**config.mk**
```make
export PLATFORM = sky130hd
export DESIGN_NAME = demux4_stream_flat
export DESIGN_NICKNAME = d
export VERILOG_FILES = /design/src/rtl/demux4_stream_if.sv /design/src/rtl/demux4_stream.sv /design/src/flat_wrapper.sv
export SDC_FILE = /design/constraint.sdc
export NUM_CORES = 1
export LEC_CHECK = 0
export CAP_MARGIN = 20
export CELL_PAD_IN_SITES_DETAIL_PLACEMENT = 1
export CELL_PAD_IN_SITES_GLOBAL_PLACEMENT = 1
export CORE_MARGIN = 2
export CORE_UTILIZATION = 36
export CTS_CLUSTER_DIAMETER = 150
export DETAILED_ROUTE_END_ITERATION = 10
export HOLD_SLACK_MARGIN = 0.15
export PLACE_DENSITY = 0.87
export SLEW_MARGIN = 10
export SYNTH_ARGS = -nofsm -noshare
export SYNTH_HDL_FRONTEND = slang
export SYNTH_SLANG_ARGS = --single-unit
```
**constraint.sdc**
```tcl
create_clock -name clk -period 2.5 [get_ports clk]
set_clock_uncertainty 0.2 [all_clocks]
set_input_delay 0.25 -clock clk [delete_from_list [all_inputs] [get_ports clk]]
set_output_delay 0.25 -clock clk [all_outputs]
set_load 0.1 [all_outputs]
```
**src/rtl/demux4_stream_if.sv**
```systemverilog
// ============================================================================
// Module   : demux4_stream_if
// Purpose  : Stream bundle for the 1-to-4 demultiplexer. One upstream
//            valid/ready input and four downstream valid/ready channels.
// Revision : 1.0 - initial release
// ============================================================================
`default_nettype none

interface demux4_stream_if #(
   parameter int k = 16
);
   logic [k-1:0] in_data;
   logic [1:0]   in_sel;
   logic         in_valid;
   logic         in_ready;
   logic         auto_mode;
   logic [k-1:0] out0;
   logic [k-1:0] out1;
   logic [k-1:0] out2;
   logic [k-1:0] out3;
   logic [3:0]   out_valid;
   logic [3:0]   out_ready;

   // Producer and consumer side: drives the input word and the consumer readies.
   modport master (
      output in_data, in_sel, in_valid, auto_mode, out_ready,
      input  in_ready, out0, out1, out2, out3, out_valid
   );

   // Demultiplexer side.
   modport slave (
      input  in_data, in_sel, in_valid, auto_mode, out_ready,
      output in_ready, out0, out1, out2, out3, out_valid
   );
endinterface

`default_nettype wire

```
**src/rtl/demux4_stream.sv**
```systemverilog
// ============================================================================
// Module   : demux4_stream
// Purpose  : Registered 1-to-4 stream demultiplexer. Each output channel has
//            a one-entry holding register. The destination is either an
//            explicit select or an internal round-robin pointer.
// Revision : 1.0 - initial release
// ============================================================================
`default_nettype none

module demux4_stream #(
   parameter int k = 16
) (
   input  wire logic        clk,
   input  wire logic        rst_n,
   demux4_stream_if.slave   bus,
   output logic [1:0]       rr_ptr,
   output logic [7:0]       xfer_cnt,
   output logic             busy
);

   logic [k-1:0] r_data [4];
   logic [3:0]   r_valid;
   logic [1:0]   r_rr_ptr;
   logic [7:0]   r_xfer_cnt;

   logic [1:0]   w_dst;
   logic         w_ready;
   logic         w_acc;

   // The destination is resolved in the handshake cycle. in_ready depends only
   // on the addressed channel, so one stalled channel does not block the others.
   assign w_dst   = bus.auto_mode ? r_rr_ptr : bus.in_sel;
   assign w_ready = ~r_valid[w_dst] | bus.out_ready[w_dst];
   assign w_acc   = bus.in_valid & w_ready;

   // Channel holding registers. A load takes priority over a drain, so a
   // simultaneous drain and refill keeps valid high with no bubble.
   always_ff @(posedge clk or negedge rst_n) begin
      if (!rst_n) begin
         for (int i = 0; i < 4; i++) begin
            r_data[i] <= '0;
         end
         r_valid <= 4'b0000;
      end else begin
         for (int i = 0; i < 4; i++) begin
            if (w_acc && (w_dst == 2'(i))) begin
               r_data[i]  <= bus.in_data;
               r_valid[i] <= 1'b1;
            end else if (r_valid[i] && bus.out_ready[i]) begin
               r_valid[i] <= 1'b0;
            end
         end
      end
   end

   // The transfer counter advances on every accept. The round-robin pointer
   // advances only on accepts made in auto mode, so toggling the mode leaves it
   // where it was.
   always_ff @(posedge clk or negedge rst_n) begin
      if (!rst_n) begin
         r_rr_ptr   <= 2'd0;
         r_xfer_cnt <= 8'd0;
      end else if (w_acc) begin
         r_xfer_cnt <= r_xfer_cnt + 8'd1;
         if (bus.auto_mode) begin
            r_rr_ptr <= r_rr_ptr + 2'd1;
         end
      end
   end

   assign bus.in_ready  = w_ready;
   assign bus.out0      = r_data[0];
   assign bus.out1      = r_data[1];
   assign bus.out2      = r_data[2];
   assign bus.out3      = r_data[3];
   assign bus.out_valid = r_valid;
   assign rr_ptr        = r_rr_ptr;
   assign xfer_cnt      = r_xfer_cnt;
   assign busy          = |r_valid;

endmodule

`default_nettype wire

```
**src/flat_wrapper.sv**
```systemverilog
// flat-port wrapper written by rule: the top's interface ports become plain ports
module demux4_stream_flat 
#(
   parameter int k = 16
)
  (clk, rst_n, rr_ptr, xfer_cnt, busy, bus_in_data, bus_in_sel, bus_in_valid, bus_auto_mode, bus_out_ready, bus_in_ready, bus_out0, bus_out1, bus_out2, bus_out3, bus_out_valid);
  demux4_stream_if #(.k(k)) bus_i ();
  input  wire logic clk;
  input  wire logic rst_n;
  output logic [1:0] rr_ptr;
  output logic [7:0] xfer_cnt;
  output logic busy;
  input wire logic [$bits(bus_i.in_data)-1:0] bus_in_data;
  input wire logic [$bits(bus_i.in_sel)-1:0] bus_in_sel;
  input wire logic [$bits(bus_i.in_valid)-1:0] bus_in_valid;
  input wire logic [$bits(bus_i.auto_mode)-1:0] bus_auto_mode;
  input wire logic [$bits(bus_i.out_ready)-1:0] bus_out_ready;
  output wire logic [$bits(bus_i.in_ready)-1:0] bus_in_ready;
  output wire logic [$bits(bus_i.out0)-1:0] bus_out0;
  output wire logic [$bits(bus_i.out1)-1:0] bus_out1;
  output wire logic [$bits(bus_i.out2)-1:0] bus_out2;
  output wire logic [$bits(bus_i.out3)-1:0] bus_out3;
  output wire logic [$bits(bus_i.out_valid)-1:0] bus_out_valid;
  assign bus_i.in_data = bus_in_data;
  assign bus_i.in_sel = bus_in_sel;
  assign bus_i.in_valid = bus_in_valid;
  assign bus_i.auto_mode = bus_auto_mode;
  assign bus_i.out_ready = bus_out_ready;
  assign bus_in_ready = bus_i.in_ready;
  assign bus_out0 = bus_i.out0;
  assign bus_out1 = bus_i.out1;
  assign bus_out2 = bus_i.out2;
  assign bus_out3 = bus_i.out3;
  assign bus_out_valid = bus_i.out_valid;
  demux4_stream #(.k(k)) u_core (.clk(clk), .rst_n(rst_n), .bus(bus_i), .rr_ptr(rr_ptr), .xfer_cnt(xfer_cnt), .busy(busy));
endmodule
```
After elaboration in Yosys (flattened, before gate mapping) --
Index checks and enable logic that the tools add are counted.
Operators by class: add/subtract/negate cells 2, multipliers 0, divide/modulo/power cells 0, magnitude comparators 1, equality and inequality tests 3, shift-type cells 0, multiplexer cells 13, bitwise operators 3, reductions and logical operators 15
Operators by type and width (number):
- 1-bit two-way mux | 10
- 8-bit by 1-bit adder with 8-bit output (second input constant) | 1
- 1-bit logical AND | 8
- 2-bit nonzero test | 4
- 1-bit binary-select mux with 2-bit select | 2
- 2-bit equality test (second input constant) | 2
- 4-bit OR reduction | 1
- 2-bit by 3-bit < comparator with 1-bit output (second input constant) | 1
- 2-bit by 1-bit adder with 2-bit output (second input constant) | 1
- 2-bit by 1-bit equality test with 1-bit output (second input constant) | 1
- 2-bit logical NOT | 1
- 2-bit two-way mux | 1
- 2-bit AND reduction | 1
- 1-bit bitwise AND | 1
- 1-bit NOT | 1
- 1-bit OR | 1
Word-level totals: bits in registers 78, bits in latches 0, memory bits (writable) 0, ROM bits 0, input port bits 26, output and inout port bits 80, word-level logic and storage cells 47, memories 0

Logic depth before layout (Yosys ltp) --
Gate-level depths: netlist of the first run.
depth in word-level cells 8, gate-level depth with buffers 6, depth with buffers taken out 5

Worst setup path before layout of the first run --
No wires, ideal clock.
kind reg-to-output, start register u_core.r_rr_ptr[1], in the netlist u_core.rr_ptr[1], end output bus_in_ready, data arrival time 2.284 ns, required time 2.050 ns, slack -0.234 ns, stages on the path, launching flop included 5, path buffers 0, path through dfrtp_1 mux2_4 mux2i_1 mux2_4 inv_1
Between the ends: word-level cells in the longest chain between the ends 5, elaborated cells between the ends (all ways) 7, classes of those cells mux: 5; bitwise: 2
Ends and longest elaborated chain:
- from (decl) | RTL line demux4_stream.sv:23 | logic [1:0] r_rr_ptr;
- from (signal assigned) | RTL line demux4_stream.sv:66 | r_rr_ptr <= r_rr_ptr + 2'd1;
- 2-bit two-way mux (*) | RTL line demux4_stream.sv:32 | assign w_dst = bus.auto_mode ? r_rr_ptr : bus.in_sel;
- 1-bit binary-select mux with 2-bit select | RTL line demux4_stream.sv:33 | assign w_ready = ~r_valid[w_dst] | bus.out_ready[w_dst];
- 1-bit two-way mux (not written as such) | RTL line demux4_stream.sv:33
- 1-bit NOT | RTL line demux4_stream.sv:33
- 1-bit OR (*) | RTL line demux4_stream.sv:33
- to (decl) | RTL line flat_wrapper.sv:18 | output wire logic [$bits(bus_i.in_ready)-1:0] bus_in_ready;
Mark *: on every way between the ends. The rest lies on a longest branch, timed or not. The select of a mux whose other input is x is not followed.

Worst setup path in the final report of the first run --
start input bus_auto_mode, end output bus_in_ready
Between the ends: word-level cells in the longest chain between the ends 5, elaborated cells between the ends (all ways) 7, classes of those cells mux: 5; bitwise: 2
Ends and longest elaborated chain:
- from (decl) | RTL line flat_wrapper.sv:16 | input wire logic [$bits(bus_i.auto_mode)-1:0] bus_auto_mode;
- 2-bit two-way mux (*) | RTL line demux4_stream.sv:32
- 1-bit binary-select mux with 2-bit select | RTL line demux4_stream.sv:33
- 1-bit two-way mux (not written as such) | RTL line demux4_stream.sv:33
- 1-bit NOT | RTL line demux4_stream.sv:33
- 1-bit OR (*) | RTL line demux4_stream.sv:33
Marks and branches as above.

==> impl_results.md, run 1 <==
* Via-to-Cell Ratio at a little under 5
* Synth Warn # at 0
* Crit-path max FO at 8
* #FFs+latches synth at about 80
* Max-slew violations at 0
* Worst reg-to-reg setup slack at 0.49 ns
* Initial DRT Pass Iterations at 3
* Post-synth top area share at a little over three fifths
* Clk root buf: clkbuf_8
* Max stage delay on crit path at 0.58 ns
* Vias in the first global route at 2221
* Clk_lat worst skew at around 0.34 ns
* Antenna Nets Post-Route at 0
* Total die area at around 0.0093 sq mm
* GPL Wtd Cong at between 0.8 and 0.9
* Required @ worst endpoint at 2.05 ns
* Synthesized area at between 0.003 and 0.004 sq mm
* Post-synth top area cell: dfrtp_1
* Chip Width at 96.6 microns
* Post-CTS Repair Setup Buffers at 0
* Row count at 33
* DIE HEIGHT at approximately 97 microns
* Setup_tns at 0 ns
* WL per Instance at between 15 and 20 microns
* Via count at a little over 2k
* Status: finished, final reports clean
* Core Region at 0.00826 sq mm
* Port Buffers at approximately 110
* Critical Path Source Type: input port
* Most common cell after layout, fill and taps aside: buf_4
* Seq/Total Area, Yosys at a little over three fifths
* Initial antenna violation count at 0
* Final #Nets at roughly 350
* Post-synth top flop: dfrtp_1
* Antenna fix cells at 0
* Final Critical Period at 2.41 ns
* Detailed placer's ending HPWL at 5420 microns
* CP arrival at roughly 2.0 ns
* CTS tree: built
* Global-route wire length before repair at around 12000 microns
* Tcrit/Tclk final at 96.6%
* Worst slew margin at 65.7%
* Sink Count at 78
* Critical Path Sink Type: output pin
* RSZ-0062 raised after global routing: no
* GRT Util Overall at about 17%
* Resized cells post-CTS at 0
* Total grt overflow at 0
* Clock slew at reported path FFs at approximately 0.08 ns
* Overall routed net length at 7360 microns
* Max-cap viol count at 0
* CTS buffer count at 9
* DRC at 0
* Hold Vio Cnt, Final at 0
* DR iter-0 viols at 32
* Crit Path Class: input port to output pin
* Final setup vio count at 0
* Max frequency at 414 MHz
* Top cells by area, synth: dfrtp_1 63%, mux2_2 24%, xor2_1 2.0%
* Most frequent cells in the layout: 89 x buf_4, 75 x dfrtp_1, 65 x mux2_2
* Syn_nets at 222
* Worst hold-check path type: input port to async pin
* Share of layout cells above drive strength 1 at between 50% and 60%
* Area added between synthesis and finish at 41.8%
* H-tree levels at 3
* WP buf/inv at 3
* Delay-heaviest family, CP: buffers and inverters
* Worst-margin pin slew at 0.515 ns
* Most frequent CP cell: mux2_4
* Async S/R FF share, synth at between 90% and 100%
* Largest net degree at the start of global routing at 41
* Cell chain of the critical path: clkdlybuf4s50_1 > mux2_4 > mux2i_1 > mux2_4 > inv_1 > buf_12
* # IOs at 106
* Clock Path Buffers at 2
* Post-Syn Area per Cell at 15.8 sq um
* Cells after Synth at 195
* Crit path max-delay cell type: clkdlybuf4s50_1
* EDFF count, synth at 0
* Distinct cells, synth at 28
* WHS at roughly 0.21 ns
* Starting Density at between 30 and 40%
-- registers in the layout, indices dropped and copies added, names as in the netlist --
register and count:
u_core.bus.out0 16, u_core.bus.out1 16, u_core.bus.out2 16, u_core.bus.out3 16
u_core.xfer_cnt 8, u_core.bus.out_valid 4, u_core.rr_ptr 2
-- worst paths after layout --
path	startpoint	to	cells after the start
setup reg to reg	u_core.rr_ptr[1]$_DFFE_PN0P_	u_core.xfer_cnt[1]$_DFFE_PN0P_	5
max in group asynchronous	rst_n	u_core.bus.out1[6]$_DFFE_PN0P_	3
setup / recovery	bus_auto_mode	bus_in_ready	6
min in group clk	u_core.xfer_cnt[7]$_DFFE_PN0P_	u_core.xfer_cnt[7]$_DFFE_PN0P_	1
hold / removal	rst_n	u_core.xfer_cnt[6]$_DFFE_PN0P_	2
hold reg to reg	u_core.xfer_cnt[7]$_DFFE_PN0P_	u_core.xfer_cnt[7]$_DFFE_PN0P_	1
-- Yosys cell counts, types with 2 or more instances --
master and count:
o21ai_0 2, buf_2 4, xor2_1 7, or2b_2 3, mux2i_1 2, inv_1 2, dfrtp_1 78, nor3_1 2
nor2_1 4, nand2_1 7, mux2_2 65, mux2_4 2, nand3_1 2
-- routing by layer --
layer  global-route usage, %  routed length [microns]  vias up
met5                       0                        0        -
met4                    5.99                       93        0
li1                        -                        -      939
met3                    5.12                      472        9
met1                    19.8                     3100     1060
met2                    28.6                     3690       57
-- final cells by class --
class                      instances  area (sq um)
clock buffer                      13           169
tap                              105           131
timing repair buffer             118           998
sequential                        78          1960
inverter                           2          7.51
multi-input combinational        110          1090
fill                             878          3880
clock inverter                     3          17.5
-- cell families after synthesis --
kind of cell / Yosys count / synth area share (%)
mux: 70 / 25.8
fa+ha+maj: 1 / 0.406
xor+xnor: 7 / 1.99
simple gates: 28 / 6.61
flops: 78 / 63.3
buf+inv: 7 / 1.22
compound gates: 4 / 0.690
-- metrics by stage --
step                instances  setup WS, ns  cell area (sq um)  utilization (%)
finish                    429        0.0852               4370             53.0
global route              429        0.0320               4370             53.0
CTS                       429        0.0850               4370             53.0
detailed placement        412       0.00426               4180             50.6
global placement          412        0.0729               4180             50.6
floorplan                 195      0.000867               3090                -
-- worst register-to-register path: stages (launching register included) --
cell and delay (ns):
dfrtp_2 0.43, mux2_4 0.29, mux2i_1 0.15, mux2_4 0.34
nor2_1 0.15, mux2_2 0.35
-- repair_timing --
action / 4_1_cts / 5_1_grt
hold endpoints to repair: 78 / 0
setup endpoints to repair: 0 / 0
hold buffers: 1 / 0
Power of run 1 is not shown: default switching activity piles up to over one toggle a cycle in this logic, so the estimate is an artifact.
==> run 2, diff against run 1 <==
--- a/config.mk
+++ b/config.mk
@@ -13,6 +13,7 @@
 export CTS_CLUSTER_DIAMETER = 150
 export DETAILED_ROUTE_END_ITERATION = 10
 export HOLD_SLACK_MARGIN = 0.15
+export MAX_ROUTING_LAYER = met4
 export PLACE_DENSITY = 0.87
 export SLEW_MARGIN = 10
 export SYNTH_ARGS = -nofsm -noshare
==> run 2 against run 1 <==
Net effect: die area did not move; wire length increased by 0.35%; worst hold slack about the same; cell area did not move; flip-flop and latch count unchanged; critical path type unchanged.
==> impl_results.md, run 2 (synthesized netlist as in run 1, its figures left out) <==
* Max-cap viol count at 0 (unchanged)
* Tcrit/Tclk final at 96.7% (about the same)
* Hold Vio Cnt, Final at 0 (unchanged)
* Total die area at 0.00932 sq mm (unchanged)
* Total grt overflow at 0 (unchanged)
* # IOs at 106 (unchanged)
* Fin area at 0.00437 sq mm (unchanged)
* Global-route wire length before repair at 11600 microns (-0.35%)
* Overall routed net length at 7390 microns (+0.35%)
* Critical Path Sink Type: output pin
* Clock Path Buffers at 2 (unchanged)
* Port Buffers at 105 (unchanged)
* CTS tree: built
* H-tree levels at 3 (unchanged)
* Most frequent cells in the layout: 89 x buf_4, 75 x dfrtp_1, 65 x mux2_2
* GPL Wtd Cong at 0.825 (+1.5%)
* Final setup vio count at 0 (unchanged)
* Clk root buf: clkbuf_8
* Antenna Nets Post-Route at 0 (unchanged)
* Placed cell area at 0.00418 sq mm (unchanged)
* WL per Instance at 17.2 microns (+0.35%)
* Clk_lat worst skew at 0.34 ns (about the same)
* Largest net degree at the start of global routing at 41 (unchanged)
* GRT Util Overall at 17.1% (+0.46 points)
* Sink Count at 78 (unchanged)
* Via count at 2073 (+0.39%)
* Detailed placer's ending HPWL at 5420 microns (unchanged)
* DIE HEIGHT at 96.6 microns (unchanged)
* Setup_tns at 0 ns (unchanged)
* Starting Density at 37.3% (unchanged)
* Final #Nets at 346 (unchanged)
* Resized cells post-CTS at 0 (unchanged)
* Crit Path Class: input port to output pin
* Multi-input logic area at 0.00109 sq mm (unchanged)
* Worst-margin pin slew at 0.519 ns (+0.00470 ns)
* Share of layout cells above drive strength 1 at 58.0% (unchanged)
* RSZ-0062 raised after global routing: no
* Clock slew at reported path FFs at 0.08 ns (about the same)
* Row count at 33 (unchanged)
* Status: finished, final reports clean
* Worst slew margin at 65.4% (-0.31 points)
* Initial antenna violation count at 0 (unchanged)
* Worst hold-check path type: input port to async pin
* DRC at 0 (unchanged)
* Max frequency at 414 MHz (about the same)
* Crit-path max FO at 8 (unchanged)
* CP arrival at 1.97 ns (about the same)
* Area added between synthesis and finish at 41.8% (unchanged)
* Antenna fix cells at 0 (unchanged)
* CTS buffer count at 9 (unchanged)
* DR iter-0 viols at 25 (-22%)
* Final Critical Period at 2.42 ns (+0.00197 ns)
* Most common cell after layout, fill and taps aside: buf_4
* R2R depth at 5 (unchanged)
* Core Region at 0.00826 sq mm (unchanged)
* Max-slew violations at 0 (unchanged)
* Chip Width at 96.6 microns (unchanged)
* Initial DRT Pass Iterations at 3 (unchanged)
* Required @ worst endpoint at 2.05 ns (about the same)
* Fillers at 878 (unchanged)
* Register area at 0.00196 sq mm (unchanged)
* Vias in the first global route at 2230 (+0.41%)
* Via-to-Cell Ratio at 4.83 (+0.39%)
* Critical Path Source Type: input port
-- run 2: cell counts in the layout (fill, tap and decap cells not counted) --
Identical to the previous run, type by type.
-- run 2: timing repair --
| action | 4_1_cts | 5_1_grt |
|---|---|---|
| setup endpoints to repair | 0 | 0 |
| hold buffers | 1 | 0 |
| buffers inserted | 0 | 0 |
| endpoints found under the hold margin | 78 | 0 |
-- run 2: worst max-delay path: stages --
cell and delay [ns]:
clkdlybuf4s50_1 0.58, mux2_4 0.35, mux2i_1 0.15, mux2_4 0.34, inv_1 0.12, buf_12 0.18
-- run 2: metal layers --
layer	vias up	global-route usage (%)	share of wire, %
li1	937	-	-
met1	1070	20.5	43
met2	57	28.5	51
met3	9	3.96	5.0
met4	0	5.99	1.4
met5	-	-	0
-- run 2: area by class of cell --
cell class / count / area share [%]
multi-input combinational: 110 / 25.0
tap: 105 / 3.00
clock inverter: 3 / 0.400
sequential: 78 / 44.7
timing repair buffer: 118 / 22.8
clock buffer: 13 / 3.86
inverter: 2 / 0.172
-- run 2: worst paths after layout --
| path | from | to | slack (ns) |
|---|---|---|---|
| min reg2reg | u_core.xfer_cnt[7]$_DFFE_PN0P_ | u_core.xfer_cnt[7]$_DFFE_PN0P_ | 0.27 |
| max reg2reg | u_core.rr_ptr[1]$_DFFE_PN0P_ | u_core.xfer_cnt[1]$_DFFE_PN0P_ | 0.49 |
| min in group clk | u_core.xfer_cnt[7]$_DFFE_PN0P_ | u_core.xfer_cnt[7]$_DFFE_PN0P_ | 0.27 |
| min | rst_n | u_core.xfer_cnt[6]$_DFFE_PN0P_ | 0.21 |
| max | bus_auto_mode | bus_in_ready | 0.08 |
| max in group asynchronous | rst_n | u_core.bus.out1[6]$_DFFE_PN0P_ | 1.27 |
-- run 2: through the flow --
| step | util (%) | worst slack [ns] | hold slack (ns) | cells |
|---|---|---|---|---|
| 6_report | 53.0 | 0.0833 | 0.212 | 429 |
| 5_1_grt | 53.0 | 0.0320 | 0.261 | 429 |
| 4_1_cts | 53.0 | 0.0850 | 0.222 | 429 |
| 3_5_place_dp | 50.6 | 0.00426 | 0.0529 | 412 |
| 3_3_place_gp | 50.6 | 0.0729 | 0.0579 | 412 |
| 2_1_floorplan | - | 0.000867 | -0.246 | 195 |
Power of run 2 is left out for the same reason.
